[src/rtl/pc_pkg.sv]
// Shared opcode encoding and defaults for the program counter with return stack.
// Latency: none (types and constants only).
// Backpressure: none.
package pc_pkg;

   // Default geometry of the PC and of the return-address stack
   localparam int DEF_SIZE  = 12;
   localparam int DEF_DEPTH = 8;

   // One operation per edge; enum order mirrors decode priority after OP_NONE
   typedef enum logic [2:0] {
      OP_NONE = 3'd0,
      OP_CLR  = 3'd1,
      OP_LD   = 3'd2,
      OP_CALL = 3'd3,
      OP_RET  = 3'd4,
      OP_BR   = 3'd5,
      OP_INC  = 3'd6
   } op_e;

   // Fixed-priority decode: CLR > LD > CALL > RET > BR > INC > hold
   function automatic op_e op_decode(
      input logic clr,
      input logic ld,
      input logic call,
      input logic ret,
      input logic br,
      input logic inc
   );
      op_e op;
      if (clr)       op = OP_CLR;
      else if (ld)   op = OP_LD;
      else if (call) op = OP_CALL;
      else if (ret)  op = OP_RET;
      else if (br)   op = OP_BR;
      else if (inc)  op = OP_INC;
      else           op = OP_NONE;
      return op;
   endfunction

endpackage

[src/rtl/ret_stack.sv]
// DEPTH x SIZE LIFO holding subroutine return addresses, updated on the falling clock edge.
// Latency: push/pop visible on sp/top/full/empty right after the acting edge; outputs derive from registers only.
// Backpressure: push while full and pop while empty are dropped; the caller raises the error flags.
module ret_stack
   import pc_pkg::*;
#(
   parameter int SIZE  = DEF_SIZE,
   parameter int DEPTH = DEF_DEPTH,
   localparam int SPW  = $clog2(DEPTH + 1),
   localparam int AW   = (DEPTH > 1) ? $clog2(DEPTH) : 1
) (
   input  logic            clk,
   input  logic            rst_n,
   input  logic            push,
   input  logic            pop,
   input  logic [SIZE-1:0] push_data,
   output logic [SPW-1:0]  sp,
   output logic [SIZE-1:0] top,
   output logic            full,
   output logic            empty
);

   logic [SIZE-1:0] mem [DEPTH];
   logic [AW-1:0]   wr_idx;
   logic [AW-1:0]   top_idx;
   logic            do_push;
   logic            do_pop;

   // sp < DEPTH whenever a push is accepted, so the low bits address the free slot directly
   assign wr_idx  = sp[AW-1:0];
   // sp - 1 is in 0..DEPTH-1 whenever sp > 0, so modular subtraction on the low bits is exact
   assign top_idx = sp[AW-1:0] - AW'(1);

   assign full    = (sp == SPW'(DEPTH));
   assign empty   = (sp == '0);
   assign do_push = rst_n && push && !full;
   assign do_pop  = rst_n && pop && !push && !empty;

   // Top-of-stack read; forced to zero so stale RAM never leaks out when empty
   always_comb begin
      top = '0;
      if (!empty) top = mem[top_idx];
   end

   // Entry storage; not reset, only occupancy is cleared by reset
   always_ff @(negedge clk) begin
      if (do_push) mem[wr_idx] <= push_data;
   end

   // Occupancy counter with synchronous active-low reset
   always_ff @(negedge clk) begin
      if (!rst_n)       sp <= '0;
      else if (do_push) sp <= sp + SPW'(1);
      else if (do_pop)  sp <= sp - SPW'(1);
   end

   // Occupancy can never exceed the number of physical entries
   always_ff @(negedge clk) begin
      if (rst_n) assert (sp <= SPW'(DEPTH)) else $error("ret_stack occupancy out of range");
   end

endmodule

[src/rtl/pc_stack.sv]
// Program counter with relative branch, CALL/RET return-address stack and sticky error flags.
// Latency: every operation is visible on outputs right after the acting falling edge; no input-to-output combinational path.
// Backpressure: none; CALL while full and RET while empty are dropped and latch OVF/UNF.
module pc_stack
   import pc_pkg::*;
#(
   parameter int SIZE    = DEF_SIZE,
   parameter int DEPTH   = DEF_DEPTH,
   parameter int RST_VEC = 1,
   localparam int SPW    = $clog2(DEPTH + 1)
) (
   input  logic            CLK,
   input  logic            reset,
   input  logic            CLR,
   input  logic            LD,
   input  logic            CALL,
   input  logic            RET,
   input  logic            BR,
   input  logic            INC,
   input  logic            ERR_CLR,
   input  logic [SIZE-1:0] PC_INP,
   input  logic [SIZE-1:0] OFFSET,
   output logic [SIZE-1:0] PC_OUT,
   output logic [SIZE-1:0] TOP,
   output logic [SPW-1:0]  SP,
   output logic            FULL,
   output logic            EMPTY,
   output logic            OVF,
   output logic            UNF
);

   localparam logic [SIZE-1:0] RST_PC = SIZE'(RST_VEC);

   op_e             op;
   logic [SIZE-1:0] pc;
   logic [SIZE-1:0] pc_nxt;
   logic [SIZE-1:0] pc_inc;
   logic            push;
   logic            pop;
   logic            ovf;
   logic            unf;
   logic            ovf_set;
   logic            unf_set;

   assign op      = op_decode(CLR, LD, CALL, RET, BR, INC);
   assign pc_inc  = pc + SIZE'(1);

   // Stack side effects only when the guarded operation actually executes
   assign push    = (op == OP_CALL) && !FULL;
   assign pop     = (op == OP_RET) && !EMPTY;
   assign ovf_set = (op == OP_CALL) && FULL;
   assign unf_set = (op == OP_RET) && EMPTY;

   ret_stack #(
      .SIZE  (SIZE),
      .DEPTH (DEPTH)
   ) u_ret_stack (
      .clk       (CLK),
      .rst_n     (reset),
      .push      (push),
      .pop       (pop),
      .push_data (pc_inc),
      .sp        (SP),
      .top       (TOP),
      .full      (FULL),
      .empty     (EMPTY)
   );

   // Next PC selection; dropped CALL/RET hold the current value
   always_comb begin
      pc_nxt = pc;
      case (op)
         OP_CLR:  pc_nxt = '0;
         OP_LD:   pc_nxt = PC_INP;
         OP_CALL: if (!FULL)  pc_nxt = PC_INP;
         OP_RET:  if (!EMPTY) pc_nxt = TOP;
         OP_BR:   pc_nxt = pc + OFFSET;
         OP_INC:  pc_nxt = pc_inc;
         default: pc_nxt = pc;
      endcase
   end

   // PC register with synchronous active-low reset to the reset vector
   always_ff @(negedge CLK) begin
      if (!reset) pc <= RST_PC;
      else        pc <= pc_nxt;
   end

   // Sticky error flags; a new error in the same cycle as ERR_CLR keeps the flag set
   always_ff @(negedge CLK) begin
      if (!reset) begin
         ovf <= 1'b0;
         unf <= 1'b0;
      end else begin
         ovf <= ovf_set | (ovf & ~ERR_CLR);
         unf <= unf_set | (unf & ~ERR_CLR);
      end
   end

   assign PC_OUT = pc;
   assign OVF    = ovf;
   assign UNF    = unf;

endmodule
[config.mk]
export PLATFORM = sky130hd
export DESIGN_NAME = pc_stack
export DESIGN_NICKNAME = d
export VERILOG_FILES = /design/src/rtl/pc_pkg.sv /design/src/rtl/ret_stack.sv /design/src/rtl/pc_stack.sv
export SDC_FILE = /design/constraint.sdc
export NUM_CORES = 1
export LEC_CHECK = 0
export CAP_MARGIN = 20
export CORE_MARGIN = 1.5
export CORE_UTILIZATION = 49
export DETAILED_ROUTE_END_ITERATION = 10
export PLACE_DENSITY = 0.77
export SYNTH_ARGS = -nofsm -noshare
export SYNTH_HDL_FRONTEND = slang
export SYNTH_HIERARCHICAL = 1
export SYNTH_SLANG_ARGS = --single-unit
[constraint.sdc]
create_clock -name CLK -period 7.9 [get_ports CLK]
set_input_delay 1.58 -clock CLK [delete_from_list [all_inputs] [get_ports CLK]]
set_output_delay 1.58 -clock CLK [all_outputs]
set_load 0.05 [all_outputs]
Word level (Yosys, flattened, before mapping)
Memory sizes are Yosys's and may differ from the RTL's. Index checks and enable logic that the tools add are counted.

Mux-type cells: 14. Add/subtract/negate cells: 5. Eq/ne operators: 9. Reductions and logical operators: 16. Bitwise logic cells: 5.

Operators by type and width (count): $pmux W12 S6 (1); $mux W12 (3); $mux W3 (6); $add A12 B1 Y12 const B (1); $add A12 B12 Y12 (1); $eq A3 B3 Y1 const B (3); $logic_and A1 B1 Y1 (9); $mux W4 (2); $eq A3 B2 Y1 const B (2); $reduce_bool A6 Y1 (1); $add A4 B1 Y4 const B (1); $eq A4 B4 Y1 const B (1); $logic_not A4 Y1 (1); $ne A2 B2 Y1 const B (2); $sub A4 B1 Y4 const B (1); $eq A3 B1 Y1 const B (1); $logic_not A1 Y1 (3); $reduce_and A3 Y1 (1); $sub A3 B1 Y3 const B (1); $and A1 B1 Y1 (2); $mux W1 (2); $or A1 B1 Y1 (2); $reduce_bool A2 Y1 (1); $not A1 Y1 (1).

Memories kept: 1. Input port bits: 33. RAM bits: 96. Output and inout port bits: 32. Register bits: 18. Word-level logic and storage cells: 54.

Memory list: u_ret_stack.mem (words 8, bits a word 12, rd ports 1, clocked after Yosys merged registers in 0, wr ports 1, line ret_stack.sv:23) `logic [SIZE-1:0] mem [DEPTH];`.

Depth between registers and ports, before layout
Word-level depth: 13. Depth in mapped cells: 14.

Hierarchy
Netlist, hierarchy kept.

Modules (own cells, without submodules): ret_stack (area an instance 4134.0 um2, sequential area each 2962.8 um2, instances 1, cells each 217); pc_stack (area an instance 1586.5 um2, sequential area each 280.3 um2, instances 1, cells each 197).

==> run metrics <==
placed cells 633; RSZ-0062 raised after global routing true; max-slew violations 0; Net Count, Synth between 400 and 500; Post-CTS Setup Bufs 0; Netlist cell types 62; core area 11400 sq um; H-tree depth 4; hold path depth 2; worst hold path type flip-flop to flip-flop; mean routed wirelength per cell slightly above 20 um; vias in the first global route between 4000 and 5000; Initial Utilization 50.1%; CTS tree done; post-synthesis compound-gate area fraction 12.1%; arrival time of the worst setup path 6290 ps; total CTS buffers 17; Post-Synth Adder-Cell Area 3.98%; share of cells above drive strength 1 17.8%; fraction of the mapped netlist area in simple logic gates 10.3%; max cap viols 0; FF-to-FF path depth 11; die height between 100 and 150 um; Layout Utilization 68.0%; initial antenna violation count 0; full die area 12300 sq um; Tot Pwr 1.77 mW; row cnt 39; CP Data Required Time 6320 ps; Hold-fix buffers, CTS 0; post-synthesis sequential area ratio between 50 and 60%; Residual DRC 0; EDFF count, synth 96; port bufs 64; PwrDens 228 nW/um^2; GRT Overall Usage 26.3%; setup slack after placement -11.0 ps; num ports 65; mux contribution to synthesized area 10.7%; largest net degree at the start of global routing 29; Area Overhead vs Synth 35.7%; final hold vios 0; P_leak between 3 and 4 nW; Non-Filler Instances 777; status finished, final reports clean; CTS sink cnt 114; Die X 111 um; first-pass GRT wire length 24500 um; GPL Wtd Cong 0.932; HPWL Detailed just over 10000 um; Setup Skew 26.7 ps; CP Launch Type flip-flop; clk_lat worst skew 470 ps; Slew headroom 47.1%; Via density 5.90; Worst-Margin Slew 790 ps; final global-route overflow total 0; CP Class flip-flop to output port; Root Buffer clkbuf_16; Initial DRC Count ~450; register bit total from synthesis 114; post-detailed-routing wire length 15700 um; CTS Buffer Depth 2; CP endpoint kind output port; Most used DFF post-synth edfxtp_1; synthesized area 5720 sq um; Diodes inserted 0; Post-Synth XOR/XNOR Area 3.22%; Nets 671; peak supply drop 0.000144 V; Synth Instances 414; mean area per synthesized cell 13.8 sq um; 1st-pass router iterations 6; final setup violation count 0; CP Max Fanout 12; synth warn 6; Synth async-reset ratio 0%; clock-pin slew on the worst setup and hold paths roughly 40 ps; largest family of logic cells by synthesized area compound AO/OA/AOI/OAI gates; Final ANT Viol Nets 0; crit path setup slack, layout 30.6 ps; via count approximately 4600
==> cell type report <==
type | instances | area [sq um]
well taps | 143 | 179
inverters | 7 | 26.3
multi-input cells | 274 | 2320
repair buffers | 93 | 992
flip-flops and latches | 114 | 3240
clock buffers | 17 | 425
fillers | 773 | 3650
clock inverters | 129 | 577
==> state kept, by name, indices dropped and copies added (netlist names) <==
name	flops
u_ret_stack/mem	96
PC_OUT	12
u_ret_stack/sp	4
OVF	1
UNF	1
==> routing by layer <==
layer / track usage [%] / wire length, um
met1: 30.5 / 6130
met2: 42.4 / 7900
met3: 9.51 / 1410
met4: 14.8 / 295
met5: 0 / 0
==> synth_stat cells (all sizes together) (3+ instances only) <==
cell	number	area, sq um
nor3	7	40.0
inv	9	33.8
nor2b	10	62.6
mux4	25	604
buf	12	118
nand2	30	113
xnor2	11	96.3
o21ai	42	214
a211oi	5	42.5
and2	4	25.0
a21o	8	62.6
edfxtp	96	2880
a22oi	7	52.6
xor2	10	87.6
clkbuf	5	18.8
dfxtp	18	360
nand4	3	18.8
ha	15	188
a21oi	17	96.4
o211ai	3	22.5
nor2	23	88.8
a222oi	8	80.1
nand3	13	65.1
nand2b	3	26.3
==> layout by cell type, fill, tap and decap left out, types with 4 or more instances in the layout <==
master           synthesis  layout
a21oi_1                 14      14
nor2b_1                 10       9
edfxtp_1                96      96
a211oi_1                 4       4
nor2_1                  22      22
dfxtp_1                 18      17
inv_6                    0       5
clkdlybuf4s50_1          0      50
xor2_1                  10      10
buf_12                   2      13
a22oi_1                  7       7
nand3_1                 13      13
nor3_1                   6       6
o21ai_0                 39      39
clkbuf_16                0      17
xnor2_1                 11      11
buf_4                    1      29
a222oi_1                 8       8
nand2_1                 30      30
mux4_2                  14      14
ha_1                    15      15
a21o_1                   6       6
inv_1                    9     121
mux4_1                  11      11
==> worst max-delay path, stage by stage (launching register included) <==
cell	delay [ps]
dfxtp_2	330
inv_1	90
ha_1	330
buf_4	230
mux4_2	330
o21ai_0	140
nand2_1	230
buf_12	210
==> stage by stage <==
step                      TNS [ps]  instance area, sq um  hold WS [ps]
after floorplan                  0                  5720           722
after global placement           0                  6760           503
after detailed placement     -11.0                  6760           509
after CTS                        0                  7760           518
after global routing         -29.8                  7760           559
final                            0                  7760           524
==> timing repair <==
| action | 4_1_cts | 5_1_grt |
|---|---|---|
| resized for setup | 3 | 3 |
| hold endpoints to repair | 0 | 0 |
| setup endpoints to repair | 12 | 12 |
==> worst paths after layout <==
check,from,end,slack [ps]
setup / recovery,u_ret_stack/sp[0]$_SDFFE_NN0P_,TOP[11],30
hold / removal,OVF$_SDFF_NN0_,OVF$_SDFF_NN0_,520
setup reg to reg,u_ret_stack/sp[0]$_SDFFE_NN0P_,u_ret_stack/sp[3]$_SDFFE_NN0P_,4980
hold reg to reg,OVF$_SDFF_NN0_,OVF$_SDFF_NN0_,520
==> kinds of logic after synthesis <==
logic type / count (synthesis)
AO/OA/AOI/OAI: 101
flip-flops: 114
AND/OR/NAND/NOR: 109
adder cells (fa/ha/maj): 17
multiplexers: 26
XOR/XNOR: 21
buffers and inverters: 26
==> report_power, final <==
| group | internal [mW] | leakage, nW | switching (mW) |
|---|---|---|---|
| Combinational | 0.0535 | 1.33 | 0.0650 |
| Sequential | 0.658 | 0.987 | 0.00532 |
| Clock | 0.522 | 0.893 | 0.471 |
| Total | 1.23 | 3.21 | 0.541 |
Power figures use the tool's default switching activity.
==> RTL edit, RTL diff (same flow settings) <==
`DEF_SIZE`: 12 -> 11.
--- a/src/rtl/pc_pkg.sv
+++ b/src/rtl/pc_pkg.sv
@@ -4,7 +4,7 @@
 package pc_pkg;
 
    // Default geometry of the PC and of the return-address stack
-   localparam int DEF_SIZE  = 12;
+   localparam int DEF_SIZE  = 11;
    localparam int DEF_DEPTH = 8;
 
    // One operation per edge; enum order mirrors decode priority after OP_NONE
Ports: changed (resized OFFSET, PC_INP, PC_OUT and TOP); port bits go from 65 to 61. The function was not compared with the original's and may differ.
==> RTL edit against the unedited design <==
  * Utilization down 4.6 points
  * First-iteration DRC count down 13%
  * Clock power down 47%
  * Worst setup slack better by 130 ps
  * Routed wire length down 12%
  * Design area down 11%
  * Sequential share of layout area up 1.6 points
  * Synthesized area down 5.2%
  * Power down 30%
  * Critical path depth unchanged
  * Non-clock buffer count down 6
  * Sequential cell count down 9
  * Critical endpoint is now TOP[1]
  * Highest routed layer unchanged
==> RTL edit: results (changes against the unedited design) <==
metric,value,unit,change
status,finished clean,,unchanged
max reg flops,88,,was 96
placed instance area,6290,µm²,was 6760 µm²
Synth cell types,64,,was 62
via count,4325,,"was 4,583"
Hold Crit Start,UNF,,was OVF
layout cells sized above 1,13.4,%,was 17.8%
WHS,465,ps,was 524 ps
GRT Util Overall,24.4,%,was 26.3%
"slowest stage cell, crit path",dfxtp_1,,was dfxtp_2
Commonest cells post-synth,"edfxtp_1, nand2_1, nor2_1, a21oi_1, o21ai_0",,"was edfxtp_1, o21ai_0, nand2_1, nor2_1, dfxtp_1"
Post-synth EDFFs,88,,was 96
leakage,2.82,nW,was 3.21 nW
first drt pass iteration count,5,,was 6
Worst Reg-to-Reg Cells,10,,was 11
Routed wire per std cell,18.4,µm,was 20.3 µm
clk_lat worst skew,420,ps,was 470 ps
vias in the first global route,4366,,"was 4,862"
pin count of the biggest net entering global routing,20,,was 29
crit path to,TOP[1],,was TOP[11]
synth top area cells,"edfxtp_1, dfxtp_1, mux4_1",,"was edfxtp_1, dfxtp_1, mux4_2"
Placer Congestion,0.988,,was 0.932
"FFs w/ async S/R, synth",0,%,unchanged
"Seq/Total Area, Yosys",55.0,%,was 56.7%
Reg2Reg Setup Slack,5230,ps,was 4980 ps
WP data arrival,6160,ps,was 6290 ps
syn_nets,475,,was 464
Post-Layout Cell Count,750,,was 777
dpl cells,631,,was 633
post-route setup slack,162,ps,was 30.6 ps
reg2reg start,u_ret_stack/sp[0],,unchanged
post-cts sizing count,1,,was 3
Max IR drop VDD,0.139,mV,was 0.144 mV
Root Buffer,clkbuf_8,,was clkbuf_16
Hold Crit Class,reg2reg,,unchanged
Nets,652,,was 671
CTS H-tree lvls,3,,was 4
Min-Delay Endpoint,UNF,,was OVF
Syn Inst Count,428,,was 414
DRT iter0 DRCs,390,,was 446
placed wire-length estimate,9.64,mm,was 10.1 mm
input/output buffers,60,,was 64
Sw Ratio,32.4,%,was 30.5%
Place WS,-44.9,ps,was -11.0 ps
Rel. slew slack,43.1,%,was 47.1%
first-pass GRT wire length,21.5,mm,was 24.5 mm
diode count,0,,unchanged
total clock buffers created by CTS,9,,was 17
Layout Skew,26.0,ps,was 26.7 ps
-- RTL edit: cell count changes in the layout (fill, tap and decap cells not counted), moves of 7 or more --
| cell | change |
|---|---|
| o21ai_1 | +9 |
| clkbuf_16 | -17 |
| a21oi_1 | +14 |
| o21ai_0 | -12 |
| clkbuf_8 | +8 |
| nor2_1 | +8 |
| a222oi_1 | -8 |
| nand3_1 | +7 |
| edfxtp_1 | -8 |
| nor2b_1 | -7 |
-- RTL edit: power by group through the flow --
stage	combinational (W)	clock [W]	sequential (W)
2_1_floorplan	0.0000561	0.0000809	0.000624
3_3_place_gp	0.000106	0.0000809	0.000618
3_5_place_dp	0.000107	0.0000809	0.000618
4_1_cts	0.000108	0.000555	0.000609
5_1_grt	0.000117	0.000614	0.000609
6_report	0.000109	0.000531	0.000610
-- RTL edit: layer usage --
layer / GRT usage (%) / part of all wire (%) / up-vias
li1: - / - / 1996
met1: 32.8 / 42 / 2101
met2: 37.2 / 49 / 205
met3: 7.05 / 7.9 / 23
met4: 10.3 / 1.5 / 0
met5: 0 / 0 / -
-- RTL edit: cell families (layout without fill, tap and decap cells) --
kind of cell | Yosys count | count (layout) | share of synthesized area [%]
flip-flops | 105 | 105 | 55.0
AO/OA/AOI/OAI | 99 | 99 | 11.1
XOR/XNOR | 17 | 17 | 2.74
AND/OR/NAND/NOR | 126 | 126 | 12.2
buffers and inverters | 39 | 221 | 4.15
adder cells (fa/ha/maj) | 16 | 16 | 3.97
multiplexers | 26 | 26 | 10.9
-- RTL edit: final cells by class --
| class | instances | area (µm²) |
|---|---|---|
| clock buffer | 9 | 124 |
| clock inverter | 112 | 472 |
| fill | 844 | 3960 |
| inverter | 13 | 48.8 |
| multi-input combinational | 284 | 2220 |
| sequential | 105 | 2980 |
| tap | 140 | 175 |
| timing repair buffer | 87 | 856 |
